==> src/rtl/if_id_buffer.sv <==
// ----------------------------------------------------------------------------
// if_id_buffer
//
// Two-entry elastic buffer between instruction fetch and decode. Each fetched
// {pc, instruction} pair is captured under a valid/ready handshake and shown
// to decode with the RV32I opcode/register fields already split out. The
// second entry absorbs one cycle of decode back-pressure, so fetch never
// loses an instruction that has already been accepted. A synchronous flush
// discards everything buffered, and any pair offered in the same cycle, for
// taken branches and jumps.
//
// Optional feature macro: IFID_ILLEGAL_CHECK_EN
//   defined   : each entry carries an illegal-opcode flag computed at push,
//               driven on out_illegal together with the head entry.
//   undefined : no flag storage, out_illegal is tied to 0.
//
// Parameters
//   PC_WIDTH   width of the captured program counter
//   NOP_INSTR  word shown on out_instruction while out_valid=0
//
// Ports
//   clk              rising-edge clock
//   reset            synchronous, active-high reset
//   in_valid         fetch offers a pair this cycle
//   in_ready         buffer can accept a pair this cycle
//   in_pc            pc of the offered instruction
//   in_instruction   offered instruction word
//   flush            discard all buffered and incoming entries
//   out_valid        head entry valid
//   out_ready        decode consumes the head this cycle
//   out_pc           head pc (0 when empty)
//   out_instruction  head instruction (NOP_INSTR when empty)
//   out_opcode .. out_funct7   fixed slices of out_instruction
//   out_illegal      head opcode is outside the RV32I base set
//   occupancy        number of valid entries, 0..2
// ----------------------------------------------------------------------------
//
// state   | meaning
// --------+---------------------------------------------
// S_EMPTY | no entries, out_valid=0, in_ready=1
// S_ONE   | head valid, tail free
// S_FULL  | head and tail valid, in_ready=0
//
module if_id_buffer #(
    parameter int          PC_WIDTH  = 32,
    parameter logic [31:0] NOP_INSTR = 32'h00000013
) (
    input  logic                clk,
    input  logic                reset,
    input  logic                in_valid,
    output logic                in_ready,
    input  logic [PC_WIDTH-1:0] in_pc,
    input  logic [31:0]         in_instruction,
    input  logic                flush,
    output logic                out_valid,
    input  logic                out_ready,
    output logic [PC_WIDTH-1:0] out_pc,
    output logic [31:0]         out_instruction,
    output logic [6:0]          out_opcode,
    output logic [4:0]          out_rd,
    output logic [2:0]          out_funct3,
    output logic [4:0]          out_rs1,
    output logic [4:0]          out_rs2,
    output logic [6:0]          out_funct7,
    output logic                out_illegal,
    output logic [1:0]          occupancy
);

    // Encoding equals the entry count so occupancy is a direct copy.
    typedef enum logic [1:0] {
        S_EMPTY = 2'd0,
        S_ONE   = 2'd1,
        S_FULL  = 2'd2
    } state_t;

    state_t state_q, state_d;

    logic push;
    logic pop;

    // Storage update strobes from the FSM.
    logic wr_head;   // capture the incoming pair into the head slot
    logic wr_tail;   // capture the incoming pair into the tail slot
    logic mv_tail;   // advance the tail entry into the head slot

    logic [PC_WIDTH-1:0] head_pc_q, tail_pc_q;
    logic [31:0]         head_instr_q, tail_instr_q;

    // Handshake qualifiers come only from registered state, so in_ready has
    // no combinational path from out_ready.
    assign in_ready  = (state_q != S_FULL);
    assign out_valid = (state_q != S_EMPTY);
    assign occupancy = state_q;

    assign push = in_valid  & in_ready  & ~flush;
    assign pop  = out_valid & out_ready & ~flush;

    // ------------------------------------------------------------------
    // State register
    // ------------------------------------------------------------------
    always_ff @(posedge clk) begin
        if (reset) begin
            state_q <= S_EMPTY;
        end else begin
            state_q <= state_d;
        end
    end

    // ------------------------------------------------------------------
    // Next state and storage strobes
    // ------------------------------------------------------------------
    always_comb begin
        state_d = state_q;
        wr_head = 1'b0;
        wr_tail = 1'b0;
        mv_tail = 1'b0;

        if (flush) begin
            state_d = S_EMPTY;
        end else begin
            unique case (state_q)
                S_EMPTY: begin
                    if (push) begin
                        state_d = S_ONE;
                        wr_head = 1'b1;
                    end
                end
                S_ONE: begin
                    if (push && pop) begin
                        // Head leaves and the new pair takes its place.
                        state_d = S_ONE;
                        wr_head = 1'b1;
                    end else if (push) begin
                        state_d = S_FULL;
                        wr_tail = 1'b1;
                    end else if (pop) begin
                        state_d = S_EMPTY;
                    end
                end
                S_FULL: begin
                    // push cannot occur here since in_ready is low.
                    if (pop) begin
                        state_d = S_ONE;
                        mv_tail = 1'b1;
                    end
                end
                default: begin
                    state_d = S_EMPTY;
                end
            endcase
        end
    end

    // ------------------------------------------------------------------
    // Entry storage
    // ------------------------------------------------------------------
    always_ff @(posedge clk) begin
        if (reset) begin
            head_pc_q    <= '0;
            head_instr_q <= NOP_INSTR;
            tail_pc_q    <= '0;
            tail_instr_q <= NOP_INSTR;
        end else begin
            if (wr_head) begin
                head_pc_q    <= in_pc;
                head_instr_q <= in_instruction;
            end else if (mv_tail) begin
                head_pc_q    <= tail_pc_q;
                head_instr_q <= tail_instr_q;
            end
            if (wr_tail) begin
                tail_pc_q    <= in_pc;
                tail_instr_q <= in_instruction;
            end
        end
    end

`ifdef IFID_ILLEGAL_CHECK_EN
    logic in_illegal;
    logic head_ill_q, tail_ill_q;

    // Opcodes of the RV32I base set; anything else, including compressed
    // encodings (low bits != 2'b11), is flagged.
    always_comb begin
        in_illegal = 1'b1;
        case (in_instruction[6:0])
            7'b0110011,
            7'b0010011,
            7'b0000011,
            7'b0100011,
            7'b1100011,
            7'b1101111,
            7'b1100111,
            7'b0110111,
            7'b0010111,
            7'b1110011,
            7'b0001111: in_illegal = 1'b0;
            default:    in_illegal = 1'b1;
        endcase
        if (in_instruction[1:0] != 2'b11) begin
            in_illegal = 1'b1;
        end
    end

    always_ff @(posedge clk) begin
        if (reset) begin
            head_ill_q <= 1'b0;
            tail_ill_q <= 1'b0;
        end else begin
            if (wr_head) begin
                head_ill_q <= in_illegal;
            end else if (mv_tail) begin
                head_ill_q <= tail_ill_q;
            end
            if (wr_tail) begin
                tail_ill_q <= in_illegal;
            end
        end
    end

    assign out_illegal = out_valid & head_ill_q;
`else
    assign out_illegal = 1'b0;
`endif

    // ------------------------------------------------------------------
    // Output presentation: only the NOP mux is combinational.
    // ------------------------------------------------------------------
    assign out_pc          = out_valid ? head_pc_q    : '0;
    assign out_instruction = out_valid ? head_instr_q : NOP_INSTR;

    assign out_opcode = out_instruction[6:0];
    assign out_rd     = out_instruction[11:7];
    assign out_funct3 = out_instruction[14:12];
    assign out_rs1    = out_instruction[19:15];
    assign out_rs2    = out_instruction[24:20];
    assign out_funct7 = out_instruction[31:25];

endmodule

==> config.mk <==
export PLATFORM = sky130hd
export DESIGN_NAME = if_id_buffer
export DESIGN_NICKNAME = d
export VERILOG_FILES = /design/src/rtl/if_id_buffer.sv
export SDC_FILE = /design/constraint.sdc
export NUM_CORES = 1
export LEC_CHECK = 0
export BUFFER_PORTS_ARGS = -buffer_cell sky130_fd_sc_hd__buf_4
export CAP_MARGIN = 5
export CORE_ASPECT_RATIO = 0.75
export CORE_MARGIN = 1
export CORE_UTILIZATION = 45
export DETAILED_ROUTE_END_ITERATION = 7
export PLACE_DENSITY = 0.7
export SKIP_LAST_GASP = 1
export SYNTH_ARGS = -nofsm -noshare
export SYNTH_HDL_FRONTEND = slang
export SYNTH_SLANG_ARGS = --single-unit
==> constraint.sdc <==
create_clock -name clk -period 1.9 [get_ports clk]
set_input_delay 0.285 -clock clk [delete_from_list [all_inputs] [get_ports clk]]
set_output_delay 0.285 -clock clk [all_outputs]
set_load 0.03 [all_outputs]
* Word-level counts from Yosys, hierarchy flattened
Cells that the tools add are included.
** Word-level totals
- Flip-flop bits (word level) :: 130
- Input bits :: 69
- Output and inout bits :: 101
** Operators by class
- Eq/ne operators :: 6
- Muxes and demuxes :: 22
- Bitwise logic cells :: 5
- Reductions and logical operators :: 6
** Operators by type and width (count)
- two-way mux 32 bit :: 6
- two-way mux 2 bit :: 5
- two-way mux 1 bit :: 9
- != test 2 bit (second input constant) :: 3
- case mux 2 bit (3 select lines) :: 1
- AND 1 bit :: 4
- != test 4 bit (second input constant) :: 1
- nonzero test 2 bit :: 2
- AND reduction 3 bit :: 1
- equality test 2 x 1 -> 1 bit (second input constant) :: 1
- equality test 2 bit (second input constant) :: 1
- logical NOT 2 bit :: 1
- case mux 1 bit (2 select lines) :: 1
- OR reduction 2 bit :: 1
- logical AND 1 bit :: 1
- NOT 1 bit :: 1

* Longest topological paths before layout
- Depth in word-level cells :: 8
- Depth in mapped cells :: 7

* Least setup slack after synthesis
OpenSTA, ideal clock, no wires.
- Path type :: reg-to-output
- From :: register state_q[1] (netlist: occupancy[1])
- To :: output out_instruction[12]
- Data arrival time :: 1905 ps
- Path slack :: -290 ps
- Cell stages (with the launch flop) :: 7
- Buffers on the path :: 4
- Cells stage by stage :: dfxtp_1 buf_6 nor2_1 clkbuf_1 clkbuf_1 nor2b_1 buf_4
** On the way
- Word-level cells in the longest chain between the ends :: 2
** Ends and longest elaborated chain
- from (decl) :: RTL line 76 : state_t state_q, state_d;
- from (signal assigned) :: RTL line 105 : state_q <= state_d;
- nonzero test 2 bit :: RTL line 92 : assign out_valid = (state_q != S_EMPTY);
- two-way mux 32 bit :: RTL line 230 : assign out_instruction = out_valid ? head_instr_q : NOP_INSTR;
- to (decl) :: RTL line 58 : output logic [31:0] out_instruction,
Every way passes these cells.

* Final worst setup path
- From :: register state_q[0] (netlist: occupancy[0])
- To :: output out_instruction[0]
Same word-level chain as after synthesis.

==> metrics.md <==
| Metric | Value |
|---|---|
| Outcome | `finished, final reports clean` |
| Fmax | `535 MHz` |
| Seq cells post-synth | `130` |
| Largest net degree at the start of global routing | `124` |
| # diodes | `0` |
| Post-route cell area | `8520 sq um` |
| Area growth syn-to-layout | `32.0%` |
| CTS tree | `built` |
| Initial antenna violation count | `0` |
| Rel. slew slack | `0.571` |
| Final hold vios | `0` |
| Cell internal pwr | `5.34 mW` |
| DRT Pass-1 Iters | `5` |
| Syn. warnings | `0` |
| DR DRC count | `0` |
| Worst Hold Class | `input pin to register` |
| Adder-cell share of the synthesized area | `0` |
| Simple-gate share of the synthesized area | `0.297` |
| Post-DP Area | `approximately 7800 sq um` |
| CP max FO | `18` |
| Critical Path AT | `1.58 ns` |
| Seq pwr share | `0.406` |
| CTS buffer count | `17` |
| Post-route ant nets | `0` |
| Utilization after layout | `0.616` |
| Max Cap Viol | `0` |
| GR Overflow Total | `0` |
| Busiest grt layer | `met2` |
| Worst Skew | `0.00502 ns` |
| Clock transition at path regs | `0.06 ns` |
| WL per Instance | `16.6 um` |
| Syn Std Cell Area | `6460 sq um` |
| Final Critical Period | `1.87 ns` |
| Endpoints failing setup | `0` |
| CP required | `approximately 1.6 ns` |
| Setup crit end kind | `primary output` |
| Port bufs | `168` |
| Slew Viols, Final | `0` |
| Routed wire length | `17,800 um` |
| CTS H-tree depth | `4` |
| GR met2 Demand/Resource | `0.398` |
| WS Path Type | `register to primary output` |
| Initial Util | `0.467` |
| Cts hold-fix bufs | `0` |
| DRT iter0 DRCs | `about 400` |
| Die Y | `~110 um` |
| XOR/XNOR Fraction of Synth Area | `0` |
| Layout cells sized above 1 | `0.371` |
| Synth Area in Compound Gates | `0.191` |
| Slew @ Worst Pin | `0.644 ns` |
| Fill cell count | `1,171` |
| Final hold slack | `around 0.12 ns` |
| Sw Pwr | `between 1.5 and 2 mW` |
| Clock Tree Buf Depth | `2` |
| Syn Nets | `around 850` |
| Worst-skew pair later-pin latency | `a little over 0.4 ns` |
| GRT met1 Usage | `0.314` |
| Ports | `170` |
| VDD IR max | `roughly 660 uV` |
| Vias in the first global route | `5,771` |
| Site Rows | `37` |
| Via density per instance | `5.63` |
| Root buffer cell | `clkbuf_16` |
| Mapped Cells | `780` |
| Clock share of power | `0.470` |
| GPL Wtd Cong | `0.810` |
| TritonCTS Sinks | `130` |
| Mapped Avg Cell Area | `8.28 sq um` |
| Pleak | `3.18 nW` |
| Mux contribution to synthesized area | `0.00155` |
| Die X | `~140 um` |
| Via Count | `around 6,000` |
| Nets | `952` |
| Die Area | `14,800 sq um` |
| Crit start category | `register` |
| Largest family of logic cells by synthesized area | `simple AND/OR/NAND/NOR gates` |
| Logic pwr share | `0.124` |
| Met3 Track Usage GR | `0.0522` |
| Seq/Total Area, Yosys | `0.403` |
| First-pass GRT wire length | `28,600 um` |
| Sw Share | `0.251` |
| CORE AREA | `13,800 sq um` |
| Tot GR Track Use | `0.240` |
| Unique cell type count in the Yosys netlist | `33` |
| Cell Pwr Density | `836 nW/um^2` |
| Commonest non-fill, non-tap cell in the layout | `buf_4` |
| Period Utilization, post-route | `0.984` |
| Most frequent cells in the layout | `187 x buf_4, 130 x nand2_1, 128 x dfxtp_1, 63 x a21oi_1` |
| HPWL Detailed | `11,100 um` |
## critical path: stages (launching register included)
cell and delay (ns):
dfxtp_4 0.36, nor2_4 0.19, buf_4 0.16, buf_12 0.15, or2_4 0.15, buf_4 0.15
## repair_timing
item	CTS	global route
setup buffers	1	8
gates resized for setup	4	4
pin swaps	1	1
cloned	1	1
endpoints found under the setup margin	37	48
hold endpoints to repair	0	0
## per-stage QoR
stage	total power [mW]	TNS (ns)	std cells	setup WS [ns]
global route	7.35	-0.00228	1071	-0.00228
finish	7.13	0	1071	0.0309
detailed placement	3.79	0	1028	0.183
CTS	7.14	-0.0486	1062	-0.0194
global placement	3.77	0	1028	0.248
floorplan	3.48	-0.312	780	-0.0193
## path summary, 6_finish.rpt
| kind | from | to | slack (ns) | cells after the start |
|---|---|---|---|---|
| setup reg to reg | occupancy[1] | tail_pc_q[29] | 0.14 | 5 |
| hold / removal | flush | occupancy[1] | 0.12 | 2 |
| setup / recovery | occupancy[0] | out_instruction[0] | 0.03 | 5 |
| hold reg to reg | tail_pc_q[31] | tail_pc_q[31] | 0.46 | 2 |
## Yosys cell counts
master     number  area, sq um
or2_2           3         18.8
a211o_1         3         26.3
or3b_1          1         8.76
nand2_1       131          492
dfxtp_1       130         2600
mux2i_1         1         10.0
a21oi_1        63          315
inv_1           1         3.75
buf_2          36          180
a32oi_1         3         26.3
nor3_2         58          581
buf_6           9          101
nor3b_2         1         12.5
nor2b_1        62          388
buf_1           2         7.51
nand3b_1        1         7.51
o21ai_1         9         45.0
nor2_1          7         26.3
o21ai_2         3         26.3
nand3_1        61          305
o21ai_0        49          245
clkbuf_1       36          135
buf_4          35          263
a2111oi_0       1         8.76
a311oi_1       61          534
and3_1          3         18.8
or3b_2          1         8.76
conb_1          1         3.75
o21a_1          1         7.51
and4bb_2        1         12.5
nor3_1          3         15.0
nand4bb_1       1         11.3
nand2b_1        2         12.5
## logic make-up after synthesis
group / count (synthesis)
and+or+nand+nor: 336
AOI/OAI and AO/OA: 193
DFF: 130
buffers and inverters: 119
muxes: 1
other: 1
## sequential cells by signal, summed over array words and instances (netlist names)
register	count
head_instr_q	32
head_pc_q	32
occupancy	2
tail_instr_q	32
tail_pc_q	32
## final cells by class
| cell class | instances | area (sq um) | share of cell area |
|---|---|---|---|
| sequential | 130 | 2610 | 0.306 |
| inverter | 1 | 3.75 | 0.000440 |
| clock buffer | 19 | 453 | 0.0531 |
| tap | 175 | 219 | 0.0257 |
| clock inverter | 13 | 159 | 0.0186 |
| timing repair buffer | 202 | 1700 | 0.199 |
| multi-input combinational | 531 | 3380 | 0.397 |
## power by group through the flow
stage | sequential (mW) | combinational, mW | clock [mW]
2_1_floorplan | 2.93 | 0.543 | 0
3_3_place_gp | 2.95 | 0.824 | 0
3_5_place_dp | 2.95 | 0.840 | 0
4_1_cts | 2.89 | 0.857 | 3.39
5_1_grt | 2.90 | 0.949 | 3.50
6_report | 2.89 | 0.883 | 3.35
## layer usage
layer / up-vias / share of wire / routed length [um]
li1: 2915 / - / -
met1: 2870 / 0.45 / 8010
met2: 234 / 0.48 / 8510
met3: 13 / 0.065 / 1160
met4: 0 / 0.0074 / 132
met5: - / 0 / 0
No activity file was read; power rests on OpenSTA's default activity.
